[src/rtl/rv_ctl_hs_pkg.sv]
// Shared types and encodings for the rv_ctl_hs multicycle controller.
// RV_CTL_ITYPE_EN adds the ITYPE_ALU state and I-type ALU decode.
package rv_ctl_pkg;

  typedef enum logic [3:0] {
    S_FETCH,
    S_DECODE,
    S_LSW_ADDR,
    S_LW_MEM,
    S_LW_WB,
    S_SW_MEM,
    S_SW2_MEM,
    S_RTYPE_ALU,
    S_ALU_WB,
    S_BR_EXEC,
    S_JAL_EXEC,
    S_TRAP
`ifdef RV_CTL_ITYPE_EN
    , S_ITYPE_ALU
`endif
  } state_e;

  typedef enum logic [2:0] {
    IC_NOP, IC_LW, IC_SW, IC_SW2, IC_ALU, IC_BR, IC_JAL, IC_ALUI
  } iclass_e;

  localparam logic [6:0] OP_LOAD   = 7'b0000011;
  localparam logic [6:0] OP_STORE  = 7'b0100011;
  localparam logic [6:0] OP_ALU    = 7'b0110011;
  localparam logic [6:0] OP_ALUI   = 7'b0010011;
  localparam logic [6:0] OP_BRANCH = 7'b1100011;
  localparam logic [6:0] OP_JAL    = 7'b1101111;

  // SW2 reuses the store opcode with a funct3 that RV32 leaves unused.
  localparam logic [2:0] F3_LW  = 3'b010;
  localparam logic [2:0] F3_SW  = 3'b010;
  localparam logic [2:0] F3_SW2 = 3'b110;
  localparam logic [2:0] F3_BEQ = 3'b000;
  localparam logic [2:0] F3_BNE = 3'b001;
  localparam logic [2:0] F3_SRX = 3'b101;

  localparam logic       PC_INC    = 1'b0;
  localparam logic       PC_ALU    = 1'b1;
  localparam logic [1:0] WB_PC     = 2'd0;
  localparam logic [1:0] WB_ALUOUT = 2'd1;
  localparam logic [1:0] WB_MDR    = 2'd2;
  localparam logic [1:0] IMM_L     = 2'd0;
  localparam logic [1:0] IMM_S     = 2'd1;
  localparam logic [1:0] IMM_B     = 2'd2;
  localparam logic [1:0] IMM_J     = 2'd3;
  localparam logic       ALUA_REG  = 1'b0;
  localparam logic       ALUA_PCC  = 1'b1;
  localparam logic       ALUB_REG  = 1'b0;
  localparam logic       ALUB_IMM  = 1'b1;
  localparam logic [3:0] ALU_ADD   = 4'b0000;
  localparam logic [3:0] ALU_SUB   = 4'b0001;

  function automatic iclass_e decode_class(input logic [6:0] op, input logic [2:0] f3);
    iclass_e c;
    c = IC_NOP;
    case (op)
      OP_LOAD:   if (f3 == F3_LW) c = IC_LW;
      OP_STORE:  if (f3 == F3_SW) c = IC_SW; else if (f3 == F3_SW2) c = IC_SW2;
      OP_ALU:    c = IC_ALU;
      OP_BRANCH: if (f3 == F3_BEQ || f3 == F3_BNE) c = IC_BR;
      OP_JAL:    c = IC_JAL;
`ifdef RV_CTL_ITYPE_EN
      OP_ALUI:   c = IC_ALUI;
`endif
      default:   c = IC_NOP;
    endcase
    return c;
  endfunction

endpackage

[src/rtl/rv_ctl_hs_if.sv]
// Memory request/ready handshake between the controller and a variable-latency memory.
interface rv_ctl_hs_if;
  logic mem_req;
  logic memrw;
  logic mem_ready;

  modport master (output mem_req, output memrw, input mem_ready);
  modport slave  (input mem_req, input memrw, output mem_ready);
endinterface

[src/rtl/rv_ctl_wdog.sv]
// Counts consecutive stalled memory cycles; expire fires on the last tolerated stall cycle.
module rv_ctl_wdog #(
  parameter int TIMEOUT = 15,
  parameter int TO_W    = 8
) (
  input  logic clk,
  input  logic rst,
  input  logic waiting,
  input  logic clear,
  output logic expire
);

  generate
    if (TIMEOUT == 0) begin : g_off
      logic unused_inputs;
      assign unused_inputs = ^{clk, rst, waiting, clear};
      assign expire = 1'b0;
    end else begin : g_on
      logic [TO_W-1:0] cnt_q;
      logic [TO_W-1:0] cnt_d;

      always_comb begin
        cnt_d = cnt_q;
        if (clear) begin
          cnt_d = '0;
        end else if (waiting) begin
          cnt_d = cnt_q + TO_W'(1);
        end
      end

      always_ff @(posedge clk) begin
        if (rst) begin
          cnt_q <= '0;
        end else begin
          cnt_q <= cnt_d;
        end
      end

      assign expire = waiting && (cnt_q == TO_W'(TIMEOUT));
    end
  endgenerate

endmodule

[src/rtl/rv_ctl_hs.sv]
// Multicycle RISC-V control FSM with req/ready memory handshake and stall watchdog.
// Optional I-type ALU support is enabled by defining RV_CTL_ITYPE_EN.
module rv_ctl_hs
  import rv_ctl_pkg::*;
#(
  parameter int TIMEOUT = 15,
  parameter int TO_W    = 8
) (
  input  logic              clk,
  input  logic              rst,
  input  logic [31:0]       instr,
  input  logic              zero,
  rv_ctl_hs_if.master       mem,
  output logic              pcsource,
  output logic              pcwrite,
  output logic              pccen,
  output logic              irwrite,
  output logic              mdrwrite,
  output logic              regwen,
  output logic [1:0]        wbsel,
  output logic [1:0]        immsel,
  output logic              asel,
  output logic              bsel,
  output logic [3:0]        alusel,
  output logic              neg_en,
  output logic              instret,
  output logic              err
);

  state_e      state_q, state_d;
  iclass_e     cls;
  logic [2:0]  f3;
  logic        mem_ready;
  logic        mem_req;
  logic        memrw;
  logic        in_mem_state;
  logic        wd_expire;
  logic        unused_instr;

  assign f3           = instr[14:12];
  assign cls          = decode_class(instr[6:0], f3);
  assign mem_ready    = mem.mem_ready;
  assign mem.mem_req  = mem_req;
  assign mem.memrw    = memrw;
  assign unused_instr = ^{instr[31], instr[29:15], instr[11:7]};

  assign in_mem_state = (state_q == S_FETCH) || (state_q == S_LW_MEM) ||
                        (state_q == S_SW_MEM) || (state_q == S_SW2_MEM);

  rv_ctl_wdog #(.TIMEOUT(TIMEOUT), .TO_W(TO_W)) u_wdog (
    .clk     (clk),
    .rst     (rst),
    .waiting (in_mem_state && !mem_ready),
    .clear   (mem_ready || (state_d != state_q)),
    .expire  (wd_expire)
  );

  always_ff @(posedge clk) begin
    if (rst) begin
      state_q <= S_FETCH;
    end else begin
      state_q <= state_d;
    end
  end

  // Ready wins over the watchdog on the final tolerated stall cycle.
  always_comb begin
    state_d = state_q;
    case (state_q)
      S_FETCH: begin
        if (mem_ready)      state_d = S_DECODE;
        else if (wd_expire) state_d = S_TRAP;
      end
      S_DECODE: begin
        case (cls)
          IC_LW, IC_SW, IC_SW2: state_d = S_LSW_ADDR;
          IC_ALU:               state_d = S_RTYPE_ALU;
          IC_BR:                state_d = S_BR_EXEC;
          IC_JAL:               state_d = S_JAL_EXEC;
`ifdef RV_CTL_ITYPE_EN
          IC_ALUI:              state_d = S_ITYPE_ALU;
`endif
          default:              state_d = S_FETCH;
        endcase
      end
      S_LSW_ADDR: begin
        if (cls == IC_LW)       state_d = S_LW_MEM;
        else if (cls == IC_SW2) state_d = S_SW2_MEM;
        else                    state_d = S_SW_MEM;
      end
      S_LW_MEM: begin
        if (mem_ready)      state_d = S_LW_WB;
        else if (wd_expire) state_d = S_TRAP;
      end
      S_SW_MEM, S_SW2_MEM: begin
        if (mem_ready)      state_d = S_FETCH;
        else if (wd_expire) state_d = S_TRAP;
      end
      S_RTYPE_ALU: state_d = S_ALU_WB;
`ifdef RV_CTL_ITYPE_EN
      S_ITYPE_ALU: state_d = S_ALU_WB;
`endif
      S_LW_WB, S_ALU_WB, S_BR_EXEC, S_JAL_EXEC: state_d = S_FETCH;
      S_TRAP:  state_d = S_TRAP;
      default: state_d = S_FETCH;
    endcase
  end

  always_comb begin
    mem_req  = 1'b0;
    memrw    = 1'b0;
    pcsource = PC_INC;
    pcwrite  = 1'b0;
    pccen    = 1'b0;
    irwrite  = 1'b0;
    mdrwrite = 1'b0;
    regwen   = 1'b0;
    wbsel    = WB_PC;
    immsel   = IMM_B;
    asel     = ALUA_REG;
    bsel     = ALUB_REG;
    alusel   = ALU_ADD;
    neg_en   = 1'b0;
    instret  = 1'b0;
    err      = 1'b0;
    if (!rst) begin
      case (state_q)
        S_FETCH: begin
          mem_req = 1'b1;
          if (mem_ready) begin
            irwrite  = 1'b1;
            pcwrite  = 1'b1;
            pccen    = 1'b1;
            pcsource = PC_INC;
          end
        end
        S_DECODE: begin
          immsel  = IMM_B;
          asel    = ALUA_PCC;
          bsel    = ALUB_IMM;
          alusel  = ALU_ADD;
          instret = (cls == IC_NOP);
`ifndef RV_CTL_ITYPE_EN
          instret = (cls == IC_NOP) || (cls == IC_ALUI);
`endif
        end
        S_LSW_ADDR: begin
          immsel = (cls == IC_LW) ? IMM_L : IMM_S;
          bsel   = ALUB_IMM;
        end
        S_LW_MEM: begin
          mem_req  = 1'b1;
          mdrwrite = mem_ready;
        end
        S_LW_WB: begin
          wbsel   = WB_MDR;
          regwen  = 1'b1;
          instret = 1'b1;
        end
        S_SW_MEM, S_SW2_MEM: begin
          mem_req = 1'b1;
          memrw   = 1'b1;
          neg_en  = (state_q == S_SW2_MEM);
          instret = mem_ready;
        end
        S_RTYPE_ALU: begin
          alusel = {f3, instr[30]};
        end
`ifdef RV_CTL_ITYPE_EN
        S_ITYPE_ALU: begin
          immsel = IMM_L;
          bsel   = ALUB_IMM;
          alusel = {f3, (f3 == F3_SRX) ? instr[30] : 1'b0};
        end
`endif
        S_ALU_WB: begin
          wbsel   = WB_ALUOUT;
          regwen  = 1'b1;
          instret = 1'b1;
        end
        S_BR_EXEC: begin
          alusel   = ALU_SUB;
          pcsource = PC_ALU;
          pcwrite  = (f3 == F3_BNE) ? ~zero : zero;
          instret  = 1'b1;
        end
        S_JAL_EXEC: begin
          immsel   = IMM_J;
          asel     = ALUA_PCC;
          bsel     = ALUB_IMM;
          pcsource = PC_ALU;
          pcwrite  = 1'b1;
          regwen   = 1'b1;
          wbsel    = WB_PC;
          instret  = 1'b1;
        end
        S_TRAP:  err = 1'b1;
        default: ;
      endcase
    end
  end

endmodule
[src/flat_wrapper.sv]
// flat-port wrapper written by rule: the top's interface ports become plain ports
module rv_ctl_hs_flat import rv_ctl_pkg::*;
#(
  parameter int TIMEOUT = 15,
  parameter int TO_W    = 8
)
  (clk, rst, instr, zero, pcsource, pcwrite, pccen, irwrite, mdrwrite, regwen, wbsel, immsel, asel, bsel, alusel, neg_en, instret, err, mem_mem_req, mem_memrw, mem_mem_ready);
  rv_ctl_hs_if mem_i ();
  input  logic clk;
  input  logic rst;
  input  logic [31:0] instr;
  input  logic zero;
  output logic pcsource;
  output logic pcwrite;
  output logic pccen;
  output logic irwrite;
  output logic mdrwrite;
  output logic regwen;
  output logic [1:0] wbsel;
  output logic [1:0] immsel;
  output logic asel;
  output logic bsel;
  output logic [3:0] alusel;
  output logic neg_en;
  output logic instret;
  output logic err;
  output wire logic [$bits(mem_i.mem_req)-1:0] mem_mem_req;
  output wire logic [$bits(mem_i.memrw)-1:0] mem_memrw;
  input wire logic [$bits(mem_i.mem_ready)-1:0] mem_mem_ready;
  assign mem_mem_req = mem_i.mem_req;
  assign mem_memrw = mem_i.memrw;
  assign mem_i.mem_ready = mem_mem_ready;
  rv_ctl_hs #(.TIMEOUT(TIMEOUT), .TO_W(TO_W)) u_core (.clk(clk), .rst(rst), .instr(instr), .zero(zero), .mem(mem_i), .pcsource(pcsource), .pcwrite(pcwrite), .pccen(pccen), .irwrite(irwrite), .mdrwrite(mdrwrite), .regwen(regwen), .wbsel(wbsel), .immsel(immsel), .asel(asel), .bsel(bsel), .alusel(alusel), .neg_en(neg_en), .instret(instret), .err(err));
endmodule
[config.mk]
export PLATFORM = sky130hd
export DESIGN_NAME = rv_ctl_hs_flat
export DESIGN_NICKNAME = d
export VERILOG_FILES = /design/src/rtl/rv_ctl_hs_pkg.sv /design/src/rtl/rv_ctl_hs_if.sv /design/src/rtl/rv_ctl_wdog.sv /design/src/rtl/rv_ctl_hs.sv /design/src/flat_wrapper.sv
export SDC_FILE = /design/constraint.sdc
export NUM_CORES = 1
export LEC_CHECK = 0
export CAP_MARGIN = 20
export CORE_MARGIN = 4
export CORE_UTILIZATION = 50
export CTS_CLUSTER_DIAMETER = 150
export CTS_CLUSTER_SIZE = 24
export DETAILED_ROUTE_END_ITERATION = 8
export DONT_BUFFER_PORTS = 1
export SLEW_MARGIN = 0
export SYNTH_ARGS = -nofsm -noshare
export SYNTH_HDL_FRONTEND = slang
export SYNTH_SLANG_ARGS = --single-unit
[constraint.sdc]
create_clock -name clk -period 4.8 [get_ports clk]
set_clock_uncertainty 0.2 [all_clocks]
set_input_delay 0.96 -clock clk [delete_from_list [all_inputs] [get_ports clk]]
set_output_delay 0.96 -clock clk [all_outputs]
set_load 0.02 [all_outputs]
==> metrics.md <==
| Metric | Value |
|---|---|
| Max rail drop VDD | `206 uV` |
| Post-Synthesis Cells | `168` |
| Synth top area share | `0.196` |
| Combinational fraction of design power | `0.169` |
| FF+latch count, synth | `12` |
| GPL Wtd Cong | `0.835` |
| FF+latch area | `240 um^2` |
| Number of max-cap violations | `0` |
| Psw | `between 50 and 60 uW` |
| Reg-to-reg slack, setup | `approximately 2.0 ns` |
| Hold Path Sink | `u_core.u_wdog.g_on.cnt_q[1]` |
| Routed vias | `1,216` |
| Iter 0 DRT Violations | `61` |
| Tot Pwr | `221 uW` |
| Final setup margin | `1.15 ns` |
| Largest net degree at the start of global routing | `21` |
| Min-delay worst type | `reg2reg` |
| Leakage power | `0.392 nW` |
| Minimum clock period | `3.65 ns` |
| Detailed placer's ending HPWL | `2260 um` |
| Worst r2r src | `u_core.state_q[2]` |
| Slowest-stage cell, CP | `nor3b_1` |
| Routed Antenna Nets | `0` |
| Max incr delay on CP | `0.42 ns` |
| Worst-path cell chain | `nor3b_1 -> nand2_1 -> a31oi_1 -> nor2_1 -> a32oi_1 -> o32ai_1` |
| Post-CTS Resized | `0` |
| Crit-path max FO | `5` |
| CP Launch Type | `input port` |
| Syn Std Cell Area | `1230 um^2` |
| FMAX | `274 MHz` |
| Setup TNS | `0 ns` |
| Clock Power Share | `0.361` |
| Multi-input logic area | `approximately 930 um^2` |
| Fin cells | `189` |
| Area contributors post-synth | `dfxtp_1 20%, nor3_1 9.0%, nor2_1 5.8%` |
| Register area share after synthesis | `0.196` |
| CTS Sinks | `12` |
| Synthesized net count | `205` |
| Initial antenna violation count | `0` |
| Io pins | `57` |
| Register share of total power | `0.470` |
| Yosys top cell by area | `dfxtp_1` |
| All-Layer GR Usage | `0.180` |
| Number of global-route vias before repair | `1,062` |
| Layout cells sized above 1 | `0.0932` |
| Chip width | `57.5 um` |
| Num rows | `17` |
| CP Capture Type | `primary output` |
| CTS Buffer Depth | `2` |
| Finished Core Util | `0.548` |
| RR Endpoint | `u_core.u_wdog.g_on.cnt_q[5]` |
| Initial Utilization | `0.539` |
| Ys Warns | `0` |
| # diodes | `0` |
| Input/output buffers | `0` |
| GRT overflow | `0` |
| DRC viols | `0` |
| Post-Syn Area per Cell | `between 7 and 8 um^2` |
| Post-synth top flop | `dfxtp_1` |
| Post-DP Area | `1210 um^2` |
| Core area | `roughly 2300 um^2` |
| Synth unique cells | `51` |
| Hold bufs inserted after CTS | `0` |
| Via-per-instance ratio | `6.43` |
| RSZ-0062 raised after global routing | `no` |
| Slew HR | `0.404` |
| Slew @ Worst Pin | `approximately 0.89 ns` |
| Filler cell count | `241` |
| Worst hold slack | `0.347 ns` |
| Worst Path Required | `around 3.6 ns` |
| Final Hold Viols | `0` |
| Worst path arrival time | `2.49 ns` |
| Total CTS buffers | `3` |
| Htree depth | `1` |
| R2R cell count | `6` |
| Worst-Skew Late Latency | `0.27 ns` |
| Die area | `3310 um^2` |
| Routed WL | `~3000 um` |
| Setup repair bufs after CTS | `0` |
| Crit path kind | `in2out` |
| Area growth, synth to finish | `1.73%` |
| Slew Viols, Final | `0` |
| Sw Share | `0.268` |
| Internal | `roughly 160 uW` |
| Global-route wire length before repair | `4840 um` |
| Final non-filler cell area | `1250 um^2` |
| Drt first pass iters | `4` |
| Number of synthesized flops with an enable pin | `0` |
| Cell Pwr Density | `roughly 180 nW/um^2` |
| DP Worst Slack | `1.17 ns` |
| Final setup fails | `0` |
| Root buf cell | `clkbuf_4` |
| NumNets Final | `199` |
| Wire per inst | `15.8 um` |
| Worst Hold Launch | `u_core.u_wdog.g_on.cnt_q[1]` |
| Die Ht | `57.5 um` |
| CTS tree | `built` |
| Inst Count DP | `185` |
| Status | `finished, final reports clean` |
| Synth async-reset ratio | `0` |
| Clock slew at reported path FFs | `0.07 ns` |
| Fin crit share | `0.761` |
| Hold depth | `2` |
==> layout by cell type (no fill, tap or decap), drive strengths merged, types with 2 or more instances in the layout <==
| cell type | netlist | final |
|---|---|---|
| a21o | 2 | 2 |
| a21oi | 7 | 7 |
| a31oi | 6 | 6 |
| a32oi | 2 | 2 |
| and2 | 7 | 7 |
| and3 | 2 | 2 |
| clkbuf | 8 | 4 |
| dfxtp | 12 | 12 |
| nand2 | 10 | 10 |
| nand2b | 9 | 9 |
| nand3 | 4 | 4 |
| nor2 | 19 | 19 |
| nor2b | 4 | 4 |
| nor3 | 23 | 23 |
| nor3b | 8 | 8 |
| nor4 | 2 | 2 |
| o211ai | 2 | 2 |
| o21ai | 4 | 4 |
| o32ai | 2 | 2 |
| or2 | 4 | 4 |
| xnor2 | 5 | 5 |
| xor2 | 3 | 3 |
==> flip-flops by register name (all words and copies together), names as in the netlist <==
name,cells
u_core.state_q,4
u_core.u_wdog.g_on.cnt_q,8
==> worst max path at each step <==
stage                  startpoint      end  slack [ns]  cells past startpoint
finish                  instr[13]  instret        1.15                      6
global route             instr[6]  instret        0.94                      6
CTS                     instr[13]  instret        1.16                      6
detailed placement      instr[13]  instret        1.17                      6
global placement        instr[13]  instret        1.14                      6
floorplan           mem_mem_ready    pccen        1.05                      4
==> layer usage <==
layer,GRT usage,share of wire
met4,0.0199,0.00067
met1,0.240,0.45
met3,0.0611,0.082
met5,0,0
met2,0.290,0.46
==> Yosys cell counts, drive strengths merged, types with 3 or more instances <==
master   n
a21oi    7
a31oi    6
and2     7
buf      4
clkbuf   8
dfxtp   12
nand2   10
nand2b   9
nand3    4
nor2    19
nor2b    4
nor3    23
nor3b    8
o21ai    4
or2      4
xnor2    5
xor2     3
==> power groups by stage <==
| stage | Clock (mW) | Combinational [mW] | Sequential (mW) |
|---|---|---|---|
| 2_1_floorplan | 0 | 0.0386 | 0.103 |
| 4_1_cts | 0.0827 | 0.0376 | 0.104 |
| 3_5_place_dp | 0 | 0.0375 | 0.106 |
| 6_report | 0.0800 | 0.0375 | 0.104 |
| 5_1_grt | 0.0913 | 0.0409 | 0.105 |
| 3_3_place_gp | 0 | 0.0369 | 0.106 |
==> kinds of logic (layout without fill, tap and decap cells) <==
group | after synthesis | in the layout | share of synthesized area
fa+ha+maj | 1 | 1 | 0.0102
buf+inv | 12 | 5 | 0.0469
compound gates | 34 | 34 | 0.207
mux | 1 | 1 | 0.00816
simple gates | 99 | 99 | 0.454
xor+xnor | 9 | 9 | 0.0776
flops | 12 | 12 | 0.196
==> final cells by class <==
cell class | instances | share of cell area
multi-input combinational | 144 | 0.744
clock buffer | 4 | 0.0291
sequential | 12 | 0.193
timing repair buffer | 1 | 0.00602
tap | 28 | 0.0281
==> critical path: cells and delay by family <==
family / cells / cell delay [ns]
compound gates: 3 / 0.85
simple gates: 3 / 0.68
No activity file was read; power rests on OpenSTA's default activity.
